File: src/rtl/axil_uart_tx_fifo.sv
// AXI4-Lite TX FIFO in front of simpleuart: CPU writes bytes to TXDATA, a drain FSM feeds the UART.
// Optional build macro UART_TXF_IRQ_EN adds the irq output and the STATUS.irq_en bit.
module axil_uart_tx_fifo #(
  parameter int DEPTH  = 16,
  parameter int ADDR_W = 4
) (
  input  logic              clk,
  input  logic              reset,
  input  logic              s_awvalid,
  output logic              s_awready,
  input  logic [ADDR_W-1:0] s_awaddr,
  input  logic              s_wvalid,
  output logic              s_wready,
  input  logic [31:0]       s_wdata,
  input  logic [3:0]        s_wstrb,
  output logic              s_bvalid,
  input  logic              s_bready,
  output logic [1:0]        s_bresp,
  input  logic              s_arvalid,
  output logic              s_arready,
  input  logic [ADDR_W-1:0] s_araddr,
  output logic              s_rvalid,
  input  logic              s_rready,
  output logic [31:0]       s_rdata,
  output logic [1:0]        s_rresp,
  output logic              uart_dat_we,
  output logic [7:0]        uart_dat_di,
`ifdef UART_TXF_IRQ_EN
  output logic              irq,
`endif
  input  logic              uart_dat_wait
);

  localparam int AW = $clog2(DEPTH);
  localparam int PW = AW + 1;
  localparam logic [PW-1:0] DEPTH_L = PW'(DEPTH);
  localparam logic [1:0] OKAY   = 2'b00;
  localparam logic [1:0] SLVERR = 2'b10;

  typedef enum logic {IDLE, SEND} st_t;

  logic [7:0]    mem [DEPTH];
  logic [PW-1:0] wptr, rptr, level;
  logic          full, empty, ovf, irq_en;
  logic          wr_hs, rd_hs, push, pop, wr_ovf, ovf_clr;
  logic [1:0]    wsel, rsel, bresp_d, rresp_d;
  logic [31:0]   status, rdata_d;
  logic [7:0]    head, di_q;
  st_t           state, nxt;

  assign level = wptr - rptr;
  assign full  = (level == DEPTH_L);
  assign empty = (level == '0);
  assign head  = mem[rptr[AW-1:0]];

  // AW and W are only ever taken together, so one register drives both readies
  assign s_wready = s_awready;
  assign wr_hs    = s_awready && s_awvalid && s_wvalid;
  assign rd_hs    = s_arready && s_arvalid;
  assign wsel     = s_awaddr[3:2];
  assign rsel     = s_araddr[3:2];

  assign push    = wr_hs && (wsel == 2'd0) && s_wstrb[0] && !full;
  assign wr_ovf  = wr_hs && (wsel == 2'd0) && s_wstrb[0] && full;
  assign ovf_clr = wr_hs && (wsel == 2'd1) && s_wstrb[2] && s_wdata[16];
  assign pop     = (state == SEND) && !uart_dat_wait;

  assign bresp_d = (wsel[1] || wr_ovf) ? SLVERR : OKAY;
  assign status  = {14'd0, irq_en, ovf, 8'(level), 6'd0, full, empty};

  always_comb begin
    rdata_d = '0;
    rresp_d = OKAY;
    case (rsel)
      2'd0:    rdata_d = '0;
      2'd1:    rdata_d = status;
      default: rresp_d = SLVERR;
    endcase
  end

  always_ff @(posedge clk or posedge reset) begin
    if (reset) begin
      s_awready <= 1'b0;
      s_bvalid  <= 1'b0;
      s_bresp   <= OKAY;
      s_arready <= 1'b0;
      s_rvalid  <= 1'b0;
      s_rdata   <= '0;
      s_rresp   <= OKAY;
    end else begin
      s_awready <= !s_awready && s_awvalid && s_wvalid && !s_bvalid;
      s_arready <= !s_arready && s_arvalid && !s_rvalid;
      if (wr_hs) begin
        s_bvalid <= 1'b1;
        s_bresp  <= bresp_d;
      end else if (s_bvalid && s_bready) begin
        s_bvalid <= 1'b0;
        s_bresp  <= OKAY;
      end
      if (rd_hs) begin
        s_rvalid <= 1'b1;
        s_rdata  <= rdata_d;
        s_rresp  <= rresp_d;
      end else if (s_rvalid && s_rready) begin
        s_rvalid <= 1'b0;
        s_rdata  <= '0;
        s_rresp  <= OKAY;
      end
    end
  end

  always_ff @(posedge clk or posedge reset) begin
    if (reset) begin
      wptr <= '0;
      rptr <= '0;
      ovf  <= 1'b0;
    end else begin
      if (push)         wptr <= wptr + PW'(1);
      if (pop)          rptr <= rptr + PW'(1);
      if (wr_ovf)       ovf  <= 1'b1;
      else if (ovf_clr) ovf  <= 1'b0;
    end
  end

  always_ff @(posedge clk) begin
    if (push) mem[wptr[AW-1:0]] <= s_wdata[7:0];
  end

`ifdef UART_TXF_IRQ_EN
  always_ff @(posedge clk or posedge reset) begin
    if (reset) begin
      irq_en <= 1'b0;
      irq    <= 1'b0;
    end else begin
      if (wr_hs && (wsel == 2'd1) && s_wstrb[2]) irq_en <= s_wdata[17];
      irq <= irq_en && (level <= PW'(DEPTH / 4));
    end
  end
`else
  assign irq_en = 1'b0;
`endif

  // drain FSM
  always_ff @(posedge clk or posedge reset) begin
    if (reset) state <= IDLE;
    else       state <= nxt;
  end

  always_comb begin
    nxt = state;
    case (state)
      IDLE:    if (!empty) nxt = SEND;
      SEND:    if (pop && (level == PW'(1)) && !push) nxt = IDLE;
      default: nxt = IDLE;
    endcase
  end

  always_comb begin
    uart_dat_we = (state == SEND);
    uart_dat_di = (state == SEND) ? head : di_q;
  end

  // keeps the last byte on the data lines while idle
  always_ff @(posedge clk or posedge reset) begin
    if (reset)              di_q <= '0;
    else if (state == SEND) di_q <= head;
  end

  logic unused_bits;
  assign unused_bits = &{1'b0, s_awaddr, s_araddr, s_wdata, s_wstrb};

endmodule

File: config.mk
export PLATFORM = sky130hd
export DESIGN_NAME = axil_uart_tx_fifo
export DESIGN_NICKNAME = d
export VERILOG_FILES = /design/src/rtl/axil_uart_tx_fifo.sv
export SDC_FILE = /design/constraint.sdc
export NUM_CORES = 1
export LEC_CHECK = 0
export CORE_ASPECT_RATIO = 2
export CORE_MARGIN = 2
export CORE_UTILIZATION = 40
export DETAILED_ROUTE_END_ITERATION = 16
export DONT_BUFFER_PORTS = 1
export GPL_ROUTABILITY_DRIVEN = 0
export PLACE_DENSITY = 0.53
export SKIP_CTS_REPAIR_TIMING = 1
export SLEW_MARGIN = 20
export SYNTH_ARGS = -nofsm -noshare
export SYNTH_HDL_FRONTEND = slang
export SYNTH_SLANG_ARGS = --single-unit
File: constraint.sdc
create_clock -name clk -period 3.76 [get_ports clk]
set_clock_uncertainty 0.15 [all_clocks]
set_input_delay 0.376 -clock clk [delete_from_list [all_inputs] [get_ports clk]]
set_output_delay 0.376 -clock clk [all_outputs]
set_load 0.1 [all_outputs]
Word-level counts from Yosys, hierarchy flattened. Memories as Yosys holds them, arrays and structs flattened. Cells that the tools add are included.

$add $sub $neg: 3. Multiply operators: 0. Div/mod/pow operators: 0. $lt $le $gt $ge: 0. Equal/unequal tests: 4. Shift operators: 0. Mux-type cells: 21. Bitwise operators: 1. Reduce and logical (&&, ||, !) cells: 35.

Operators with widths (count): $mux W32 (2); $logic_and A1 B1 Y1 (20); $mux W17 (1); $mux W2 (6); $add A5 B1 Y5 const B (2); $mux W1 (10); $mux W8 (1); $logic_not A1 Y1 (7); $reduce_bool A2 Y1 (3); $eq A5 B1 Y1 const B (1); $eq A5 B5 Y1 const B (1); $logic_not A5 Y1 (1); $sub A5 B5 Y5 (1); $eq A2 B1 Y1 const B (2); $logic_not A2 Y1 (2); $pmux W1 S2 (1); $reduce_or A2 Y1 (1); $logic_or A1 B1 Y1 (1); $not A1 Y1 (1).

Flip-flop bits (word level): 60. Bits in latches: 0. RAM bits: 128. Memory bits (read-only): 0. Bits of input ports: 52. Output and inout bits: 50. Word-level logic and storage cells: 77. Memories: 1.

Memory list: mem (words 16, width 8, rd ports 1, clocked after memory_dff 0, wr ports 1, RTL line 42) `logic [7:0] mem [DEPTH];`.

Longest topological paths before layout. Gate-level depths: netlist of the first run.

Depth in word-level cells: 9. Depth in mapped cells: 10. Depth with buffers taken out: 8.

Worst setup path after synthesis of the first run. No wires, ideal clock.

Path kind: reg-to-output. Start: register state (netlist: uart_dat_we). End: output port uart_dat_di[0]. Arrival time: 3.202 ns. Slack: 0.032 ns. Stages on the path, launching flop included: 3. Path through: dfrtp_1 > clkbuf_1 > o21ai_0.

Word-level cells in the longest chain between the ends: 1.

Ends and longest elaborated chain: start, declared (RTL line 49) `st_t state, nxt;`; start signal, assigned (RTL line 146) `else state <= nxt;`; $mux W8; end, declared (RTL line 27) `output logic [7:0] uart_dat_di,`.

No other way between the ends.

Worst setup path after layout of the first run.
Start: register rptr[0]. End: output port uart_dat_di[7].

Word-level cells in the longest chain between the ends: 2.

Ends and longest elaborated chain: start, declared (RTL line 43) `logic [PW-1:0] wptr, rptr, level;`; start signal, assigned (RTL line 119) `if (pop) rptr <= rptr + PW'(1);`; $mem_v2 Z16 W8; $mux W8.

No other way between the ends.

==> run summary, run 1 <==
Run status: complete, no violations
Critical path's top delay family: compound AO/OA/AOI/OAI gates
Gr busiest metal: met2
Initial antenna violation count: 0
Reg power frac: 35.2%
Synth warn: 0
Floorplan Core Area: 16770 sq um
Post-synth EDFFs: 128
WS Path Type: reg2out
Max-cap violation count: 0
Lkg Pwr: 2.893 nW
Post-synth cell types: 48
Synthesis-stage register bit count: 162
Via count: 3503
Post-route ant nets: 0
I/O pins: 102
Final hold slack: 19.07 ps
Mapped cell area: 6830 sq um
Hold endpoint: ovf$_DFFE_PP0P_
Slowest CP cell: mux4_2
Post-synthesis async set-or-reset flop share: 20.99%
Clk buf depth: 2
Tcrit/Tclk final: 89.03%
CP most frequent cell: nand2_1
Area Growth Syn to Fin: 14.53%
Total number of cells along the worst setup path: 6
Port-buffer cells: 0
Final worst path period need: 3348 ps
Pwr/cell area: 815.6 nW/um^2
FF-to-FF End: mem[10][7]$_DFFE_PP_
Logic gate share of total power: 36.2%
# DRC: 0
Htree depth: 4
Worst Reg-to-Reg Cells: 8
CTS tree: yes
Ant. Diodes: 0
Clock network fraction of total power: 28.7%
Iteration-0 DRC Markers: 159
WL per Instance: 21.11 um
Root Buffer: clkbuf_16
Layout cells sized above 1: 20.56%
Post-Syn Instances: 425
RSZ-0062 raised after global routing: false
First-pass GRT wire length: 21700 um
Total Power: 0.006380 W
Met3 usage: 3.838%
Clock tree sinks: 162
Crit. End Element: primary output
Crit path max fanout: 35
Met1 Use GR: 18.38%
Avg Vias per Cell: 5.197
Global route overflow: 0
Layout Nets: 516
Largest area contributor in the netlist: edfxtp_1
Critical path launch point type: register
GRT Total Usage: 16.99%
Die Span Y: 188.8 um
Fin. Hold Viols: 0
Clk_lat worst skew: 420 ps
R2r startpoint: wptr[0]$_DFFE_PP0P_
Most frequent cell after synthesis: edfxtp_1
Synth area leaders: edfxtp_1, dfrtp_1, mux4_2, nand2_1, buf_4
Routed wire length: 14230 um
Max-slew violation count: 0
Max_slew headroom: 21.50%
R2r setup slk: 560 ps
Sw frac: 40.52%
Crit-path cells: buf_4, mux4_2, nand2_1, nand2_1, a22oi_1, o21ai_2
Max Fclk: 0.2987 GHz
Rows: 67
Syn_area_per_cell: 16.07 sq um
Hold Path Class: in2reg
Max VDD drop: 0.0003388 V
CP max stage delay: 600 ps
Vias in the first global route: 3770
DRT Pass-1 Iters: 5
Synth top area share: 56.27%
Internal power: 0.003795 W
Initial core utilization: 40.74%
P_sw: 0.002585 W
Sequential area share after synthesis: 68.73%
Clk pin slew, worst setup/hold paths: 60 ps
Post-DP HPWL: 9635 um
Hold path startpoint: s_awaddr[2]
Post-synth top cells: edfxtp_1, nand2_1, dfrtp_1
Met2 GRT Util: 30.02%
Fillers: 1485
TNS Setup: 0 ps
Largest net degree at the start of global routing: 36
Die Wd: 96.40 um
Top_reg_cell synth: edfxtp_1
Required @ worst endpoint: 3230 ps
CP Buf/Inv Count: 1
Count of final setup violators: 0
Die area: 18200 sq um
Number of buffers created by CTS: 17
Hold path depth: 3
Worst slew pin tran: 1177 ps
Arr. time, crit path: 2820 ps
==> worst max path at each step <==
stage,endpoint,startpoint,slack (ps)
6_report,uart_dat_di[7],rptr[0]$_DFFE_PP0P_,410
3_3_place_gp,mem[9][4]$_DFFE_PP_,wptr[0]$_DFFE_PP0P_,590
4_1_cts,uart_dat_di[7],rptr[0]$_DFFE_PP0P_,290
3_5_place_dp,mem[10][4]$_DFFE_PP_,wptr[0]$_DFFE_PP0P_,540
2_1_floorplan,uart_dat_di[0],uart_dat_we$_DFF_PP0_,30
5_1_grt,uart_dat_di[7],rptr[0]$_DFFE_PP0P_,200
==> flip-flops by register name (all words and copies together), names as in the netlist <==
register	cells
s_bresp	1
s_awready	1
wptr	5
di_q	8
s_rdata	8
s_rvalid	1
s_arready	1
uart_dat_we	1
mem	128
rptr	5
s_bvalid	1
ovf	1
s_rresp	1
==> cell usage in the layout, fill, tap and decap left out, types with 2 or more instances in the layout <==
master         count
edfxtp_1         128
nand2_1           65
mux4_2            32
dfrtp_1           32
conb_1            26
clkbuf_16         17
inv_1             16
dlygate4sd3_1     16
buf_4             12
a22oi_1            9
o21ai_0            9
and3_1             9
ha_1               9
o21ai_2            7
xor2_1             6
and2_1             5
xnor2_1            4
nor2_1             4
nand4_1            4
bufinv_16          4
a32o_1             3
and3_2             3
clkinv_4           3
inv_6              3
a21oi_4            2
nand2b_1           2
nand3_1            2
a21oi_1            2
nor3b_1            2
nor2b_1            2
and2b_1            2
o22ai_1            2
clkinvlp_4         2
dfrtp_2            2
==> worst register-to-register path, stage by stage, from the launching register on <==
cell       delay, ps
dfrtp_1          400
inv_1            140
ha_1             260
fa_1             400
nand2b_1         160
o2bb2ai_1        180
mux2i_2          240
a21oi_4          380
and3_1           540
==> layer usage <==
metal,up-vias,routed length [um]
met5,-,0
met4,0,524
met3,21,458
met2,89,8029
met1,1796,5218
li1,1597,-
==> metrics by stage <==
step	util, %	instance area [sq um]	instances	setup WS [ps]
after floorplan	-	6924	450	31.98
after CTS	45.70	7662	658	285.2
final	46.66	7823	674	412.4
after detailed placement	41.93	7029	626	536.3
after global routing	46.66	7823	674	201.3
after global placement	41.88	7022	626	589.4
==> cell type report <==
cell class / count / area [sq um] / share of cell area [%]
Clock buffer: 18 / 429.2 / 5.486
Clock inverter: 14 / 203.9 / 2.607
Inverter: 17 / 63.81 / 0.8157
Multi-Input combinational cell: 228 / 1919 / 24.54
Sequential cell: 162 / 4697 / 60.04
Tap cell: 207 / 259.0 / 3.311
Timing Repair Buffer: 28 / 250.2 / 3.199
==> logic make-up after synthesis <==
logic type / synth area share, %
and+or+nand+nor: 7.455
other: 0.05490
adders and majority gates: 1.942
muxes: 10.97
AOI/OAI and AO/OA: 4.231
DFF: 68.73
xor gates and xnor gates: 1.520
buffers and inverters: 5.092
==> power groups by stage <==
stage                     registers (W)  clock network [W]  logic [W]
after detailed placement        0.00228                  0    0.00230
after floorplan                 0.00229                  0    0.00183
final                           0.00224            0.00183    0.00231
after CTS                       0.00224            0.00187    0.00231
after global routing            0.00226            0.00195    0.00247
after global placement          0.00228                  0    0.00228
(Power assumes the default switching activity.)
==> run 2, diff against run 1 <==
--- a/config.mk
+++ b/config.mk
@@ -7,11 +7,12 @@
 export LEC_CHECK = 0
 export CORE_ASPECT_RATIO = 2
 export CORE_MARGIN = 2
-export CORE_UTILIZATION = 40
+export CORE_UTILIZATION = 23
+export CTS_BUF_LIST = sky130_fd_sc_hd__clkbuf_8
 export DETAILED_ROUTE_END_ITERATION = 16
 export DONT_BUFFER_PORTS = 1
 export GPL_ROUTABILITY_DRIVEN = 0
-export PLACE_DENSITY = 0.53
+export PLACE_DENSITY = 0.35
 export SKIP_CTS_REPAIR_TIMING = 1
 export SLEW_MARGIN = 20
 export SYNTH_ARGS = -nofsm -noshare
==> run 2 against run 1 <==
Power shrank 7.5%; clock power fell by 29%; via count up 2.5%; first-iteration DRC count is 7.5% higher; worst hold slack worse by 24 ps; die area rose by 71%; global-route usage down 5.9 points; routed wire length grew 16%; critical path type unchanged; register-to-register slack worse by 20 ps; combinational power up 3%; largest cell class unchanged; highest routed layer unchanged; the flow now finishes with violations (negative hold slack).
==> run summary, run 2 (synthesized netlist as in run 1, its figures left out) <==
Worst Reg-to-Reg Cells: 8 (unchanged)
Die Wd: 125.9 um (+31%)
Crit-path cells: buf_4, buf_6, mux4_2, nand2_1, nand2_1, a22oi_1, o21ai_4
Failing checks: negative hold slack
Required @ worst endpoint: 3230 ps (about the same)
Fin. Hold Viols: 1 (+1)
Clock network fraction of total power: 22.0% (-6.7 points)
Crit path max fanout: 18 (-49%)
Avg Vias per Cell: 4.240 (-18%)
Htree depth: 4 (unchanged)
Post-DP HPWL: 12080 um (+25%)
WS Path Type: reg2out
CTS tree: yes
Pwr/cell area: 744.3 nW/um^2 (-8.7%)
Placed Area: 7308 sq um (+4.0%)
First-pass GRT wire length: 24620 um (+13%)
GRT Total Usage: 11.07% (-5.9 points)
Hold path startpoint: s_awvalid
Layout Nets: 531 (+2.9%)
Clk buf depth: 2 (unchanged)
Largest register FFs: 128 (unchanged)
CP most frequent cell: nand2_1
# DRC: 0 (unchanged)
Max-cap violation count: 0 (unchanged)
DRT Pass-1 Iters: 4 (-1)
Post-route ant nets: 0 (unchanged)
Arr. time, crit path: 3010 ps (+190 ps)
Max Fclk: 0.2826 GHz (-5.4%)
Largest net degree at the start of global routing: 23 (-36%)
Hold endpoint: s_bvalid$_DFFE_PP0P_
Die Span Y: 247.7 um (+31%)
Worst slew pin tran: 1172 ps (-5.434 ps)
Tcrit/Tclk final: 94.10% (+5.1 points)
Max_slew headroom: 21.86% (+0.36 points)
Design Area, Final: 7929 sq um (+1.4%)
Floorplan Core Area: 29400 sq um (+75%)
Number of buffers created by CTS: 17 (unchanged)
Slowest CP cell: mux4_2
Root Buffer: clkbuf_8
Max-slew violation count: 0 (unchanged)
Fin util: 26.97% (-20 points)
Clock tree sinks: 162 (unchanged)
Final worst path period need: 3538 ps (+190.5 ps)
RSZ-0062 raised after global routing: false
WL per Instance: 19.53 um (-7.5%)
Hold path depth: 2 (-1)
Port-buffer cells: 0 (unchanged)
Hold Path Class: in2reg
Critical path launch point type: register
Crit. End Element: primary output
R2r startpoint: wptr[0]$_DFFE_PP0P_
Final hold slack: -4.772 ps (-23.84 ps)
Commonest non-fill, non-tap cells in the layout: edfxtp_1, nand2_1, mux4_2, dfrtp_1, conb_1
Logic gate share of total power: 40.1% (+3.9 points)
Global route overflow: 0 (unchanged)
I/O pins: 102 (unchanged)
R2r setup slk: 540 ps (-20 ps)
Initial core utilization: 23.23% (-18 points)
Die area: 31180 sq um (+71%)
CP max stage delay: 570 ps (-30 ps)
Lkg Pwr: 2.871 nW (-0.75%)
Initial antenna violation count: 1 (+1)
CP startpoint: rptr[0]$_DFFE_PP0P_
Area Growth Syn to Fin: 16.08%
FF-to-FF End: mem[2][5]$_DFFE_PP_
Clk pin slew, worst setup/hold paths: 100 ps (+40 ps)
Critical path's top delay family: compound AO/OA/AOI/OAI gates
Layout cells sized above 1: 22.61% (+2.1 points)
Internal power: 0.003220 W (-15%)
Most common cell after layout, fill and taps aside: edfxtp_1
Max VDD drop: 0.0003182 V (-6.1%)
CP Buf/Inv Count: 2 (+1)
Vias in the first global route: 3841 (+1.9%)
Routed wire length: 16550 um (+16%)
Clk_lat worst skew: 480 ps (+60 ps)
Run status: finished, violations left
P_sw: 0.002682 W (+3.7%)
Sw frac: 45.44% (+4.9 points)
Iteration-0 DRC Markers: 171 (+7.5%)
Rows: 89 (+33%)
Via count: 3591 (+2.5%)
Count of final setup violators: 0 (unchanged)
Reg power frac: 37.9% (+2.7 points)
==> run 2: cell count changes in the layout (fill, tap and decap cells not counted), sizes merged <==
cell / before / now
clkinvlp: 2 / 1
inv: 20 / 25
clkinv: 5 / 6
dlygate4sd3: 16 / 19
clkbuf: 18 / 17
diode: 0 / 1
bufinv: 4 / 0
buf: 12 / 24
==> run 2: stage by stage <==
| step | power, W | setup TNS [ps] | worst slack (ps) | hold WS (ps) | std cells |
|---|---|---|---|---|---|
| floorplan | 0.004127 | 0 | 31.98 | 298.8 | 450 |
| global placement | 0.004664 | 0 | 465.9 | 323.5 | 795 |
| detailed placement | 0.004654 | 0 | 459.2 | 326.2 | 795 |
| CTS | 0.005973 | -74.18 | -74.18 | -205.1 | 827 |
| global route | 0.006210 | 0 | 25.17 | 27.54 | 847 |
| finish | 0.005902 | 0 | 221.9 | -4.772 | 847 |
==> run 2: how the worst max path moves through the flow <==
stage / endpoint / slack, ps / depth (start not counted)
after floorplan: uart_dat_di[0] / 30 / 2
after global placement: uart_dat_di[4] / 470 / 7
after detailed placement: mem[2][0]$_DFFE_PP_ / 460 / 8
after CTS: uart_dat_di[4] / -70 / 7
after global routing: uart_dat_di[4] / 30 / 7
final: uart_dat_di[4] / 220 / 7
==> run 2: power groups by stage <==
stage | clock (W) | sequential, W | combinational (W)
after floorplan | 0 | 0.00229 | 0.00183
after global placement | 0 | 0.00228 | 0.00238
after detailed placement | 0 | 0.00228 | 0.00237
after CTS | 0.00135 | 0.00224 | 0.00238
after global routing | 0.00142 | 0.00225 | 0.00254
final | 0.00130 | 0.00224 | 0.00237
==> run 2: cell type report <==
| type | instances | area, sq um |
|---|---|---|
| Clock buffer | 17 | 234.0 |
| Timing Repair Buffer | 43 | 374.1 |
| Sequential cell | 162 | 4697 |
| Clock inverter | 15 | 182.7 |
| Multi-Input combinational cell | 228 | 1919 |
| Inverter | 17 | 63.81 |
| Tap cell | 364 | 455.4 |
| Fill cell | 3005 | 21470 |
| Antenna cell | 1 | 2.502 |
==> run 2: routing by layer <==
layer  global-route usage (%)  wire, um
met1                    10.16      5622
met2                    22.61     10050
met3                    2.845       554
met4                    4.331       317
met5                        0         0
